File: config.mk
export PLATFORM = sky130hd
export DESIGN_NAME = io_store_buffer
export DESIGN_NICKNAME = d
export VERILOG_FILES = /design/src/rtl/io_pkg.sv /design/src/rtl/io_fifo.sv /design/src/rtl/io_store_buffer.sv
export SDC_FILE = /design/constraint.sdc
export NUM_CORES = 1
export LEC_CHECK = 0
export ABC_AREA = 1
export CAP_MARGIN = 20
export CORE_MARGIN = 10
export CORE_UTILIZATION = 49
export CTS_CLUSTER_SIZE = 10
export DETAILED_ROUTE_END_ITERATION = 16
export GPL_ROUTABILITY_DRIVEN = 0
export GPL_TIMING_DRIVEN = 0
export PLACE_DENSITY = 0.79
export SLEW_MARGIN = 20
export SYNTH_ARGS = -nofsm -noshare
export SYNTH_HDL_FRONTEND = slang
export SYNTH_HIERARCHICAL = 1
export SYNTH_SLANG_ARGS = --single-unit
File: constraint.sdc
create_clock -name CLK -period 4.15 [get_ports CLK]
set_clock_uncertainty 0.05 [all_clocks]
set_input_delay 1.0375 -clock CLK [delete_from_list [all_inputs] [get_ports CLK]]
set_output_delay 1.0375 -clock CLK [all_outputs]
set_load 0.005 [all_outputs]
File: src/rtl/io_pkg.sv
// Shared constants for the memory-mapped store buffer.
// Holds the default I/O window base, the register offsets within the
// window and the STATUS bit positions. The decoder and the bench both
// import this package.
package io_pkg;

    // Default base of the 256-byte I/O window.
    localparam logic [15:0] IO_BASE = 16'hFF00;

    // Register offsets from the window base.
    localparam logic [7:0] OFF_DATA   = 8'h00;
    localparam logic [7:0] OFF_STATUS = 8'h02;
    localparam logic [7:0] OFF_CLEAR  = 8'h04;

    // STATUS register bit positions.
    localparam int unsigned STAT_NOT_EMPTY = 0;
    localparam int unsigned STAT_FULL      = 1;
    localparam int unsigned STAT_OVERFLOW  = 2;

endpackage

File: src/rtl/io_fifo.sv
// Synchronous FIFO holding the queued I/O store words.
// Ports:
//   clk    - clock, all state updates on the rising edge
//   reset  - synchronous active-high reset of pointers and count
//   push   - write wdata at the tail (ignored when full without a pop)
//   pop    - advance the head (ignored when empty)
//   wdata  - data to enqueue
//   rdata  - head entry, straight from storage (no path from pop)
//   full   - count == DEPTH
//   empty  - count == 0
//   count  - occupancy, 0..DEPTH
module io_fifo #(
    parameter int unsigned DEPTH = 4,
    parameter int unsigned WIDTH = 16
) (
    input  logic                     clk,
    input  logic                     reset,
    input  logic                     push,
    input  logic                     pop,
    input  logic [WIDTH-1:0]         wdata,
    output logic [WIDTH-1:0]         rdata,
    output logic                     full,
    output logic                     empty,
    output logic [$clog2(DEPTH):0]   count
);

    localparam int unsigned AW = $clog2(DEPTH);
    localparam int unsigned CW = AW + 1;

    logic [WIDTH-1:0] mem [DEPTH];
    logic [AW-1:0]    wr_ptr_q, wr_ptr_d;
    logic [AW-1:0]    rd_ptr_q, rd_ptr_d;
    logic [CW-1:0]    count_q, count_d;
    logic             pop_ok;
    logic             push_ok;

    always_comb begin
        full    = (count_q == CW'(DEPTH));
        empty   = (count_q == '0);
        pop_ok  = pop & ~empty;
        // A full FIFO can still accept when the head leaves at the same edge.
        push_ok = push & (~full | pop_ok);

        // DEPTH is a power of two, so the pointers wrap naturally.
        wr_ptr_d = push_ok ? wr_ptr_q + AW'(1) : wr_ptr_q;
        rd_ptr_d = pop_ok  ? rd_ptr_q + AW'(1) : rd_ptr_q;
        count_d  = count_q + CW'(push_ok) - CW'(pop_ok);

        rdata = mem[rd_ptr_q];
        count = count_q;
    end

    always_ff @(posedge clk) begin
        if (reset) begin
            wr_ptr_q <= '0;
            rd_ptr_q <= '0;
            count_q  <= '0;
        end else begin
            wr_ptr_q <= wr_ptr_d;
            rd_ptr_q <= rd_ptr_d;
            count_q  <= count_d;
        end
    end

    // Storage is not reset; the head is only meaningful while not empty.
    always_ff @(posedge clk) begin
        if (push_ok && !reset) begin
            mem[wr_ptr_q] <= wdata;
        end
    end

endmodule

File: src/rtl/io_store_buffer.sv
// Memory-mapped I/O store buffer.
// CPU stores into the I/O window are decoded here: DATA writes enqueue the
// store word into an output FIFO drained by a valid/ready consumer, CLEAR
// writes clear the sticky overflow flag, and STATUS reads return occupancy
// and overflow state.
// Ports:
//   CLK, RESET  - clock and synchronous active-high reset
//   wmem        - store enable
//   addr        - store/load address
//   wdata       - store data
//   io_sel      - addr lies inside the I/O window (combinational)
//   rd_data     - combinational register read value
//   out_valid   - head entry valid (registered state)
//   out_ready   - consumer accepts the head entry
//   out_data    - head entry data
//   full, empty - FIFO occupancy flags
//   overflow    - sticky: a DATA store was dropped while full
//   count       - FIFO occupancy, 0..DEPTH, for observability
module io_store_buffer #(
    parameter int unsigned DEPTH   = 4,
    parameter logic [15:0] IO_BASE = io_pkg::IO_BASE
) (
    input  logic                   CLK,
    input  logic                   RESET,
    input  logic                   wmem,
    input  logic [15:0]            addr,
    input  logic [15:0]            wdata,
    output logic                   io_sel,
    output logic [15:0]            rd_data,
    output logic                   out_valid,
    input  logic                   out_ready,
    output logic [15:0]            out_data,
    output logic                   full,
    output logic                   empty,
    output logic                   overflow,
    output logic [$clog2(DEPTH):0] count
);

    import io_pkg::*;

    logic [15:0] offset;
    logic [7:0]  reg_off;
    logic        data_wr;
    logic        clear_wr;
    logic        pop;
    logic        drop;
    logic [15:0] status;
    logic        overflow_q, overflow_d;

    always_comb begin
        // Window test by subtraction, so IO_BASE need not be 256-aligned.
        offset   = addr - IO_BASE;
        io_sel   = (offset[15:8] == 8'h00);
        reg_off  = offset[7:0];

        data_wr  = wmem & io_sel & (reg_off == OFF_DATA);
        clear_wr = wmem & io_sel & (reg_off == OFF_CLEAR);
        pop      = out_ready & ~empty;
        drop     = data_wr & full & ~pop;

        overflow_d = overflow_q;
        if (clear_wr) begin
            overflow_d = 1'b0;
        end else if (drop) begin
            overflow_d = 1'b1;
        end

        status                 = '0;
        status[STAT_NOT_EMPTY] = ~empty;
        status[STAT_FULL]      = full;
        status[STAT_OVERFLOW]  = overflow_q;

        rd_data = '0;
        if (io_sel && (reg_off == OFF_STATUS)) begin
            rd_data = status;
        end

        out_valid = ~empty;
        overflow  = overflow_q;
    end

    always_ff @(posedge CLK) begin
        if (RESET) begin
            overflow_q <= 1'b0;
        end else begin
            overflow_q <= overflow_d;
        end
    end

    // The FIFO itself refuses a push when full without a pop.
    io_fifo #(
        .DEPTH (DEPTH),
        .WIDTH (16)
    ) u_fifo (
        .clk   (CLK),
        .reset (RESET),
        .push  (data_wr),
        .pop   (pop),
        .wdata (wdata),
        .rdata (out_data),
        .full  (full),
        .empty (empty),
        .count (count)
    );

endmodule
# Yosys cells after proc, flatten, opt, wreduce, memory -nomap -nowiden
# Memories as Yosys holds them, arrays and structs flattened. A register that Yosys moved wholly into a read port is not among the register bits.
# Index checks and enable logic that the tools add are counted.
# totals
reg_bits	8
latchBits	0
ramBits	64
mem_bits_ro	0
inputBits	36
output_inout_bits	40
wordCells	37
n_memories	1
# memory_table
name	depth	width	read_ports	rd_clocked_by_memory_dff	write_ports	line_no	source
u_fifo.mem	4	16	1	1	1	io_fifo.sv:30	logic [WIDTH-1:0] mem [DEPTH];
# classes
add_sub_neg	5
n_mul	0
n_div	0
n_lt_le_gt_ge	0
n_eq_ne	3
n_shift	0
n_mux	5
n_bitwise	12
reduce_logical	7
# op_table
operator	count
8-bit logical NOT	2
16-bit subtractor, second input constant	1
1-bit bitwise AND	8
8-bit by 2-bit equality test with 1-bit output, second input constant	1
8-bit by 3-bit equality test with 1-bit output, second input constant	1
2-bit by 1-bit adder with 2-bit output, second input constant	2
2-bit two-way mux	2
3-bit by 1-bit adder with 3-bit output	1
3-bit equality test, second input constant	1
3-bit logical NOT	1
3-bit two-way mux	1
1-bit inverter	3
3-bit by 1-bit subtractor with 3-bit output	1
1-bit logical AND	2
1-bit two-way mux	2
2-bit OR reduction	1
1-bit logical NOT	1
1-bit OR	1

# Logic depth before layout (Yosys ltp)
# depth
ltp_word	9
ltp_mapped	14
mapped_depth_nobuf	14

# Cells and area by module
# The synthesis kept the hierarchy.
# by_module_without_submodules
module	instances	cells_each	area_per_inst_um2	seq_area_each_um2
io_fifo	1	225	2895.3	2102.0
io_store_buffer	1	61	324.1	20.0

# Worst setup path after synthesis
# OpenSTA, ideal clock, no wires.
# synth_timing
path_kind	in2reg
from	input port addr[13]
to	register u_fifo.count_q[2] (netlist: u_fifo/count[2])
setup_time_ps	114
arrival_time_ps	2674
t_required_ps	3986
setup_slack_ps	1312
stages	10
n_path_buf	0
cell_sequence	nand2_1 > nor2_2 > nand3_1 > nor3_1 > or2_4 > nand2_1 > ha_1 > fa_1 > xor2_1 > nor2_1
# synth_via
elab_chain_len	7
# synth_lines
item	line_no	source
start, declared	io_store_buffer.sv:26	input logic [15:0] addr,
16-bit subtractor	io_store_buffer.sv:52	offset = addr - IO_BASE;
8-bit logical NOT	io_store_buffer.sv:53	io_sel = (offset[15:8] == 8'h00);
1-bit bitwise AND (2 in series)	io_store_buffer.sv:56	data_wr = wmem & io_sel & (reg_off == OFF_DATA);
via data_wr	io_store_buffer.sv:43	logic data_wr;
1-bit bitwise AND	io_fifo.sv:42	push_ok = push & (~full | pop_ok);
3-bit by 1-bit adder with 3-bit output	io_fifo.sv:47	count_d = count_q + CW'(push_ok) - CW'(pop_ok);
3-bit by 1-bit subtractor with 3-bit output	io_fifo.sv:47	
end signal, assigned	io_fifo.sv:61	count_q <= count_d;
end, declared	io_fifo.sv:33	logic [CW-1:0] count_q, count_d;
# The timed path passes the listed nets, and every way through them passes these cells.
# A chain may end at the register's enable or synchronous reset.

# Worst setup path after layout
# layout_timing
from	input port addr[5]
to	output port rd_data[2]
# layout_via
elab_chain_len	4
word_cells_on_any_way	5
classes_between	add/sub: 1; eq/ne: 1; mux: 1; reduce/logical: 2
# layout_lines
item	line_no	source
16-bit subtractor *	io_store_buffer.sv:52	
8-bit by 2-bit equality test with 1-bit output / 8-bit logical NOT (equally long branches)	io_store_buffer.sv:74, io_store_buffer.sv:53	
1-bit logical AND *	io_store_buffer.sv:74	if (io_sel && (reg_off == OFF_STATUS)) begin
3-bit two-way mux *	io_store_buffer.sv:74	
end, declared	io_store_buffer.sv:29	output logic [15:0] rd_data,
# Mark *: on every way between the ends. The rest lies on a longest branch, timed or not.

==> results.md <==
Setup path:
- The worst register-to-register path begins at u_fifo/count[2]$_SDFF_PP0_.
- In this run the worst setup path begins at addr[5].
- STA classifies the critical path startpoint as a primary input.
- The destination of the critical timing path is rd_data[2].
- The critical path crosses 7 cells after its start point.
- On the critical path, the stage with the largest delay is an instance of sky130_fd_sc_hd__clkdlybuf4s50_1.
- The peak per-stage delay on the critical path is 550 ps.
- The critical path contains buffers and inverters numbering 3 combined.
- The cell seen most often among critical-path stages is sky130_fd_sc_hd__clkdlybuf4s50_1.
- For the worst flop-to-flop path, the logic depth is 10.
- Walking the worst path, the cells encountered are clkdlybuf4s50_1, inv_1, nand2_1, nor2_1, nand3_1, nor3_1, clkdlybuf4s50_1.
- The class of the most critical setup path is in2out.
- The endpoint identified for the worst register-to-register timing path is u_fifo/mem[3][3]$_DFFE_PP_.
- The worst-path maximum fanout is 3.
- The category of cells accounting for the largest share of critical-path delay is buffers and inverters.
- Across all register-to-register paths, the minimum setup slack is 1490 ps.
- The type of destination of the critical path is an output pin.
- For the worst setup path, the data arrival time is 2580 ps.
- STA puts the critical path data required time at 3060 ps.

Cells and area:
- The share of layout cells above drive strength 1 is 14.9%.
- The area growth from synthesis to layout is 30.4%.
- Counting the fill cells in the layout gives 482.
- The total inserted antenna cells is 0.
- Once layout is complete, the utilization of the core stands at 66.1%.
- After the last flow step, the layout net total stands at 413.

Logic synthesis:
- The mapped netlist covers 3220 µm².
- The number of unique standard cell types used by synthesis is 25.
- The area share of the leading cell type in the synthesized netlist is 59.7%.
- The commonest cells after synthesis are 64 x sky130_fd_sc_hd__edfxtp_1, 46 x sky130_fd_sc_hd__nor2_1, 28 x sky130_fd_sc_hd__inv_1, 28 x sky130_fd_sc_hd__o21ai_1, 22 x sky130_fd_sc_hd__nand2_1.
- The most used standard cell by instance count after synthesis is sky130_fd_sc_hd__edfxtp_1.
- For this run, the register share of the synthesized area comes to 65.9%.
- The total number of yosys warnings is 6.
- After technology mapping, the gate count stands at 286.
- The most used flip-flop cell after synthesis is sky130_fd_sc_hd__edfxtp_1.
- The biggest area contributor in the post-synthesis netlist is sky130_fd_sc_hd__edfxtp_1.
- Yosys mapped a number of flops with a built-in enable equal to 64.
- Sorting the synthesized cells by area gives the leading types as sky130_fd_sc_hd__edfxtp_1 60%, sky130_fd_sc_hd__dfxtp_1 6.2%, sky130_fd_sc_hd__nor2_1 5.4%.
- Of all flip-flops after synthesis, the portion carrying an async set or reset was 0%.
- The number of storage elements in the synthesis netlist is 74.
- A synthesized cell averages 11.3 µm².

STA:
- After layout, the worst setup slack is 480 ps.
- Setup repair after global routing left no endpoint under its margin.
- The headroom to the max-slew limit is 35.3%.
- The final-report setup violation count is 0.
- In the final timing run, aggregate negative setup slack is 0 ps.
- In the finished design, the share of the clock period the worst path needs comes to 88.4%.
- The final count of pins violating max slew is 0.
- The shortest clock period the worst path allows after layout is 3670 ps.
- The pin slew with the least headroom to its limit is 969 ps.
- The final-report hold violation count came to 0.
- For this run, the top clock speed supported by timing is 0.272 GHz.

Clock tree:
- The H-tree depth is 3.
- The post-CTS setup-driven buffer insertion count is 0.
- Clock-pin slew was measured on the worst setup and hold paths at 70 ps.
- Buffers inserted to repair hold after CTS numbered 0.
- The cell chosen for the clock root is sky130_fd_sc_hd__clkbuf_8.
- The clock net in this run drives a total of 74 sinks.
- TritonCTS built the clock tree.
- The number of gates resized after CTS was 0.
- The clock latency on the worst-skew pair is 330 ps.
- The clock buffer count from CTS is 9.
- The maximum buffer depth of the clock tree is 2.

Global routing:
- The global-route wire length before repair is 10.6 mm.
- The met1 usage in global routing is 13.4%.
- The met2 routing resource usage after global routing is 23.1%.
- Entering global routing, the biggest net connects 17 pins.
- The number of antenna violations at the first check in global routing is 0.
- The met3 demand-to-capacity share in global routing is 4.87%.
- For this run the aggregate overflow at the end of global routing stands at 0.
- The via count of the first global-routing pass is 2266.
- The global-route total usage across every layer is 13.3%.
- The most congested layer reported by global routing is met2.

Floorplanning:
- Measured along the y axis, the die boundary spans 101 µm.
- The placeable core region is 6350 µm².
- The die extent in x is 101 µm.
- The die covers 10200 µm².
- The number of I/O pins is 76.
- In this run the core area contains 29 standard-cell rows.
- For this configuration, the core starts out at a cell density of 50.7%.

Detailed routing:
- The violation count after the first detailed-routing iteration is 130.
- Once detail routing completed, the nets flagged for antenna violations numbered 0.
- The total DRC errors in the routed layout is 0.
- The detailed-route vias per instance is 5.06.
- For this block, the via count after detailed routing is 2293.
- The per-cell routed wire length is 15.3 µm.
- The aggregate routed wire length is 6.92 mm.
- The count of TritonRoute iterations in the first routing pass is 4.

Outcome:
- The flow ran to the end, and the final reports show no timing, DRC or antenna violations.

Flow run:
- Max-cap violations in this run came to 0.

Placement:
- The wire-length estimate of the detail-placed layout is 4.90 mm.
- Timing analysis after detailed placement gives a worst setup slack of 242 ps.
- In this run the tool buffered the top-level ports with 62 buffer cells.

Pwr:
- For this design the static power due to leakage is 1.57 nW.
- The power per standard cell area is 347 nW/µm².
- VDD sags by at most 0.000217 V.

Worst hold path:
- The path class of the tightest hold or removal check is reg2reg.
-- worst min-delay path, cell delays in order (launching register included) --
cell and delay [ps]:
sky130_fd_sc_hd__dfxtp_1 310, sky130_fd_sc_hd__inv_1 70, sky130_fd_sc_hd__a21oi_1 70
-- cells by family (layout without fill, tap and decap cells) --
logic type	after synthesis	in the layout	share of synthesized area, %
simple gates	95	95	13.6
flops	74	74	65.9
compound gates	55	55	9.25
xor+xnor	1	1	0.272
fa+ha+maj	6	6	2.57
other cells	1	13	0.116
buf+inv	54	132	8.28
-- registers in the layout, summed over array words and instances, names as in the netlist, named ones only --
name	cells
overflow	1
u_fifo/count	3
u_fifo/mem	64
u_fifo/rd_ptr_q	2
u_fifo/wr_ptr_q	2
-- worst min-delay path by stage --
stage	startpoint	endpoint	slack, ps	cells after the start
after global routing	overflow$_SDFFE_PP0P_	overflow$_SDFFE_PP0P_	450	2
after floorplan	u_fifo/rd_ptr_q[1]$_SDFFE_PP0N_	register	410	2
after CTS	overflow$_SDFFE_PP0P_	overflow$_SDFFE_PP0P_	440	2
after detailed placement	overflow$_SDFFE_PP0P_	overflow$_SDFFE_PP0P_	430	2
after global placement	overflow$_SDFFE_PP0P_	overflow$_SDFFE_PP0P_	420	2
final	overflow$_SDFFE_PP0P_	overflow$_SDFFE_PP0P_	440	2
-- power breakdown --
group          total [mW]  switching (mW)  internal [mW]
Clock               0.589           0.253          0.337
Sequential          0.806     0.000000776          0.806
Combinational      0.0620          0.0225         0.0395
-- final cells by class --
cell class	count	area (µm²)	area share, %
Clock buffer	9	124	2.95
Multi-Input combinational cell	170	876	20.9
Clock inverter	7	93.8	2.23
Tap cell	77	96.3	2.29
Sequential cell	74	2120	50.5
Inverter	33	124	2.95
Timing Repair Buffer	62	621	14.8
Buffer	21	143	3.40
-- routing by layer --
layer  part of all wire, %  wire, µm
met4                   1.9       135
met1                    38      2600
met3                    10       710
met2                    50      3480
met5                     0         0
-- placed cells by master (no fill, tap or decap), types with 3 or more instances in the layout --
| cell | count |
|---|---|
| sky130_fd_sc_hd__inv_1 | 28 |
| sky130_fd_sc_hd__ha_1 | 5 |
| sky130_fd_sc_hd__nand2_4 | 3 |
| sky130_fd_sc_hd__dfxtp_1 | 10 |
| sky130_fd_sc_hd__a21oi_1 | 6 |
| sky130_fd_sc_hd__buf_2 | 6 |
| sky130_fd_sc_hd__nand2_1 | 22 |
| sky130_fd_sc_hd__buf_4 | 15 |
| sky130_fd_sc_hd__clkbuf_8 | 9 |
| sky130_fd_sc_hd__nor3_1 | 4 |
| sky130_fd_sc_hd__o21ai_0 | 4 |
| sky130_fd_sc_hd__conb_1 | 13 |
| sky130_fd_sc_hd__o21ai_1 | 28 |
| sky130_fd_sc_hd__edfxtp_1 | 64 |
| sky130_fd_sc_hd__inv_2 | 5 |
| sky130_fd_sc_hd__nor2_2 | 6 |
| sky130_fd_sc_hd__nand3_1 | 9 |
| sky130_fd_sc_hd__nor2_1 | 46 |
| sky130_fd_sc_hd__o22ai_1 | 16 |
| sky130_fd_sc_hd__clkdlybuf4s50_1 | 62 |
-- through the flow --
step / instances / hold WS, ps / cell area [µm²] / total power, mW
after global routing: 453 / 452 / 4200 / 1.50
after CTS: 453 / 440 / 4200 / 1.47
after detailed placement: 437 / 429 / 3980 / 0.883
after global placement: 437 / 418 / 3980 / 0.882
final: 453 / 443 / 4200 / 1.46
after floorplan: 298 / 409 / 3260 / 0.842
No activity file was read; power rests on OpenSTA's default activity.
